## config.mk

```make
export PLATFORM = sky130hd
export DESIGN_NAME = varredura_matriz
export DESIGN_NICKNAME = d
export VERILOG_FILES = /design/src/rtl/varredura_matriz.sv
export SDC_FILE = /design/constraint.sdc
export NUM_CORES = 1
export LEC_CHECK = 0
export ABC_AREA = 1
export CAP_MARGIN = 20
export CORE_UTILIZATION = 32
export DETAILED_ROUTE_END_ITERATION = 8
export SLEW_MARGIN = 5
export SYNTH_ARGS = -nofsm -noshare
export SYNTH_HDL_FRONTEND = slang
export SYNTH_SLANG_ARGS = --single-unit
export TNS_END_PERCENT = 1
```

## constraint.sdc

```tcl
create_clock -name clk -period 5.81 [get_ports clk]
set_input_delay 1.162 -clock clk [delete_from_list [all_inputs] [get_ports clk]]
set_output_delay 1.162 -clock clk [all_outputs]
set_load 0.02 [all_outputs]
```

## src/rtl/varredura_matriz.sv

```systemverilog
// varredura_matriz: 5x7 LED matrix column scanner with a double-buffered frame.
// Defining VARREDURA_BRILHO_EN adds a 3-bit brilho input that trims the lit part of each column.
module varredura_matriz #(
    parameter int DIV       = 16,
    parameter int BLANK_CYC = 2
) (
    input  logic        clk,
    input  logic        reset,
    input  logic        ch1,
    input  logic        ch0,
    input  logic [34:0] quadro,
    input  logic        carregar,
`ifdef VARREDURA_BRILHO_EN
    input  logic [2:0]  brilho,
`endif
    output logic [6:0]  acender_coluna,
    output logic [4:0]  saida_linha,
    output logic        quadro_fim,
    output logic        pendente
);

    localparam int PW = $clog2(DIV);
    localparam int BW = $clog2(BLANK_CYC + 1);
    localparam logic [PW-1:0] PRE_LAST = PW'(DIV - 1);
    localparam logic [BW-1:0] BLK_LAST = BW'(BLANK_CYC - 1);

    typedef enum logic {BLANK, DRIVE} state_t;

    state_t        state, state_nxt;
    logic [PW-1:0] pre, pre_nxt;
    logic [BW-1:0] bcnt, bcnt_nxt;
    logic [2:0]    col, col_nxt;
    logic [34:0]   ativo, sombra;
    logic [1:0]    modo;
    logic          frame_end;
    logic          janela;
    logic [5:0]    idx;
    logic [6:0]    coluna_nxt;
    logic [4:0]    linha_nxt;

    assign modo = {ch1, ch0};
    assign idx  = {1'b0, col, 2'b00} + {3'b000, col};

`ifdef VARREDURA_BRILHO_EN
    assign janela = (int'(pre) < (int'(brilho) + 1) * (DIV / 8));
`else
    assign janela = 1'b1;
`endif

    always_ff @(posedge clk or posedge reset) begin
        if (reset) begin
            state <= BLANK;
            pre   <= '0;
            bcnt  <= '0;
            col   <= '0;
        end else begin
            state <= state_nxt;
            pre   <= pre_nxt;
            bcnt  <= bcnt_nxt;
            col   <= col_nxt;
        end
    end

    // Freeze (01) holds the whole sequencer; every other mode keeps it running.
    always_comb begin
        state_nxt = state;
        pre_nxt   = pre;
        bcnt_nxt  = bcnt;
        col_nxt   = col;
        frame_end = 1'b0;
        if (modo != 2'b01) begin
            unique case (state)
                DRIVE: begin
                    if (pre == PRE_LAST) begin
                        state_nxt = BLANK;
                        pre_nxt   = '0;
                        col_nxt   = (col == 3'd6) ? 3'd0 : col + 3'd1;
                        frame_end = (col == 3'd6);
                    end else begin
                        pre_nxt = pre + PW'(1);
                    end
                end
                BLANK: begin
                    if (bcnt == BLK_LAST) begin
                        state_nxt = DRIVE;
                        bcnt_nxt  = '0;
                    end else begin
                        bcnt_nxt = bcnt + BW'(1);
                    end
                end
            endcase
        end
    end

    always_comb begin
        coluna_nxt = '0;
        linha_nxt  = '0;
        unique case (modo)
            2'b10: begin
                coluna_nxt = '0;
                linha_nxt  = '0;
            end
            2'b11: begin
                coluna_nxt = 7'h7F;
                linha_nxt  = 5'h1F;
            end
            default: begin
                if (state == DRIVE && janela) begin
                    coluna_nxt = 7'b000_0001 << col;
                    linha_nxt  = ativo[idx +: 5];
                end
            end
        endcase
    end

    // A load landing on the swap cycle is kept in the shadow and stays pending.
    always_ff @(posedge clk or posedge reset) begin
        if (reset) begin
            ativo          <= '0;
            sombra         <= '0;
            pendente       <= 1'b0;
            acender_coluna <= '0;
            saida_linha    <= '0;
            quadro_fim     <= 1'b0;
        end else begin
            acender_coluna <= coluna_nxt;
            saida_linha    <= linha_nxt;
            quadro_fim     <= frame_end;
            if (carregar)
                sombra <= quadro;
            if (frame_end && pendente) begin
                ativo    <= sombra;
                pendente <= carregar;
            end else if (carregar) begin
                pendente <= 1'b1;
            end
        end
    end

endmodule

```

==> results by group <==
Global routing
  • Pin count of the biggest net entering global routing: 72
  • Grt ovf: 0
  • Initial antenna violation count: 0
  • Vias in the first global route: 3949
  • First-pass GRT wire length: 19200 um
  • GRT Overall Usage: 0.152

Clock tree
  • Post-cts sizing count: 0
  • Root Driver: clkbuf_16
  • Post-CTS Hold Buffers: 0
  • H-tree levels: 3
  • Clock slew at reported path FFs: 0.06 ns
  • Clock insertion delay at the later pin of the skew report: 0.35 ns
  • TritonCTS clock tree: done
  • CTS max path bufs: 2
  • Post-CTS Setup Repair Bufs: 0
  • CTS Sinks: 94
  • Num CTS Buffers: 9

Setup path
  • CP Data Arrival Time: 3.34 ns
  • Crit Path Max Fanout: 71
  • Crit. End Element: flop
  • WP data required: 6.02 ns
  • CP startpoint kind: flop
  • CP Class: reg -> reg
  • Reg2Reg Depth: 9
  • R2R Path End: ativo[3]
  • Worst reg2reg startpoint: col[0]
  • Reg2Reg Setup Slack: 2.68 ns

STA
  • Crit share post-route: 0.539
  • Setup Viol. Count Final: 0
  • Final hold viol count: 0
  • RSZ-0062 raised after global routing: no
  • Slew headroom: 0.336
  • Layout Skew: 0.00801 ns
  • Min Tclk post-route: 3.13 ns
  • Setup TNS: 0 ns
  • Fin. max-slew vios: 0
  • Worst Max-Slew Pin Slew: 0.996 ns
  • FMAX: 319 MHz

Finish
  • Most frequent cells in the layout: nand2_1 (210), dfrtp_1 (94), inv_1 (64), nand3_1 (64), o21ai_0 (53)
  • Area Overhead vs Synth: 17.9%
  • Layout cells sized above 1: 0.115
  • Nets: 711
  • Commonest non-fill, non-tap cell in the layout: nand2_1
  • Non-Filler Instances: 860
  • Final instance area: 5890 um2
  • Fill cells: 1569
  • # diodes: 0

Logic synthesis
  • Synthesized area: 4990 um2
  • Syn Inst Count: 632
  • Synth unique cells: 34
  • Syn Area/Cell: 7.90 um2
  • Syn Nets: 676
  • Yosys warnings: 0
  • Post-synthesis sequential area ratio: 0.471
  • Number of synthesized register bits: 94

Placed design
  • Final HPWL from detailed placement: 8080 um
  • Area after DPL: 5560 um2
  • Port bufs: 53
  • Gpl congestion: 0.878
  • Post-Place Cells: 844

Drt
  • Drt wl/cell: 13.0 um
  • DRT antenna net count: 0
  • Drt pass-1 iters: 4
  • Residual DRC: 0
  • Post-Route WL: 11200 um
  • Vias per cell: 4.72
  • Via count: 4057
  • Violation count after the first detailed-route iteration: 237

Die
  • Die W: 127 um
  • Die height: 127 um
  • Die Footprint: 16100 um2
  • Initial Utilization: 0.328
  • Core area: 15200 um2
  • FP Rows: 45
  • Io pins: 54

Power
  • LEAKAGE: 0.00277 uW
  • PD cells: 420 nW/um2
  • VDD IR-drop max: 156 uV

Min path
  • Startpoint of the worst hold path: ativo[32]
  • Cells on Worst Hold Path: 2
  • Hold EP: ativo[32]
  • Hold Crit Class: reg -> reg

Job
  • Max Cap Viol: 0

Run status
  • Outcome: complete, no violations
layer usage:
| layer | wire (um) | track usage |
|---|---|---|
| met2 | 4940 | 0.241 |
| met1 | 5590 | 0.200 |
| met3 | 384 | 0.0283 |
| met4 | 275 | 0.0749 |
| met5 | 0 | 0 |
worst max-delay path, cell delays in order (launching register included):
cell and delay (ns):
dfrtp_1 0.68, buf_4 0.35, inv_2 0.47, nand2_1 0.25, nor2_2 0.19, inv_2 0.08
nor2_4 0.15, nand2_4 0.43, nand2_1 0.25, o21ai_2 0.07
through the flow:
step / power, uW / utilization / hold slack [ns] / worst slack, ns
6_report: 2470 / 0.387 / 0.486 / 2.68
3_3_place_gp: 1850 / 0.366 / 0.471 / 2.67
4_1_cts: 2490 / 0.387 / 0.491 / 2.69
5_1_grt: 2670 / 0.387 / 0.510 / 2.38
2_1_floorplan: 1580 / - / 0.455 / 2.20
3_5_place_dp: 1860 / 0.366 / 0.477 / 2.56
cell type report:
cell class,instances,area (um2),area share
timing repair buffer,56,548,0.0931
clock inverter,2,37.5,0.00638
inverter,73,275,0.0468
sequential,94,2350,0.400
clock buffer,14,284,0.0483
tap,188,235,0.0400
multi-input combinational,433,2150,0.366
state kept, by name (all words and copies together), names as in the netlist:
register / flops
saida_linha: 5
pre: 4
acender_coluna: 7
state: 1
quadro_fim: 1
sombra: 35
col: 3
bcnt: 2
ativo: 35
pendente: 1
power by group:
| group | switching (uW) | total (uW) | internal, uW |
|---|---|---|---|
| registers | 76.1 | 824 | 748 |
| logic | 683 | 1030 | 344 |
| clock network | 242 | 623 | 380 |
Yosys cell counts:
library cell | n | share of area
a21boi_1 | 1 | 0.0015
a21o_1 | 1 | 0.0015
a21oi_1 | 14 | 0.014
a31oi_1 | 5 | 0.0063
and2_0 | 2 | 0.0025
buf_2 | 7 | 0.0070
buf_4 | 4 | 0.0060
buf_6 | 9 | 0.020
clkbuf_1 | 12 | 0.0090
clkinv_1 | 1 | 0.00075
dfrtp_1 | 94 | 0.47
ha_1 | 4 | 0.010
inv_1 | 65 | 0.049
inv_2 | 7 | 0.0053
mux2_2 | 1 | 0.0023
nand2_1 | 210 | 0.16
nand2_2 | 3 | 0.0038
nand2_4 | 4 | 0.0090
nand3_1 | 64 | 0.064
nand3_2 | 1 | 0.0020
nand3_4 | 1 | 0.0035
nand4_1 | 1 | 0.0013
nor2_1 | 12 | 0.0090
nor2_2 | 2 | 0.0025
nor2_4 | 2 | 0.0045
nor3_1 | 2 | 0.0020
nor3_2 | 1 | 0.0020
o211ai_1 | 2 | 0.0030
o21ai_0 | 53 | 0.053
o21ai_1 | 9 | 0.0090
o21ai_2 | 35 | 0.061
o31ai_1 | 1 | 0.0015
xnor2_1 | 1 | 0.0018
xor2_1 | 1 | 0.0018
logic make-up (layout without fill, tap and decap cells):
| group | after synthesis | count (layout) | share of synthesized area |
|---|---|---|---|
| simple gates | 305 | 305 | 0.264 |
| compound gates | 121 | 121 | 0.151 |
| buf+inv | 105 | 145 | 0.0973 |
| flops | 94 | 94 | 0.471 |
| fa+ha+maj | 4 | 4 | 0.0100 |
| xor+xnor | 2 | 2 | 0.00351 |
| mux | 1 | 1 | 0.00226 |
worst max path at each step:
stage            from  depth (start not counted)                end  slack [ns]
2_1_floorplan   reset                          1  acender_coluna[0]        2.20
3_3_place_gp      ch1                          9           pendente        2.67
3_5_place_dp      ch1                         10           ativo[3]        2.56
4_1_cts        col[0]                          9           ativo[3]        2.69
5_1_grt        col[0]                         12     saida_linha[0]        2.38
6_report       col[0]                          9           ativo[3]        2.68
Power figures use the tool's default switching activity.
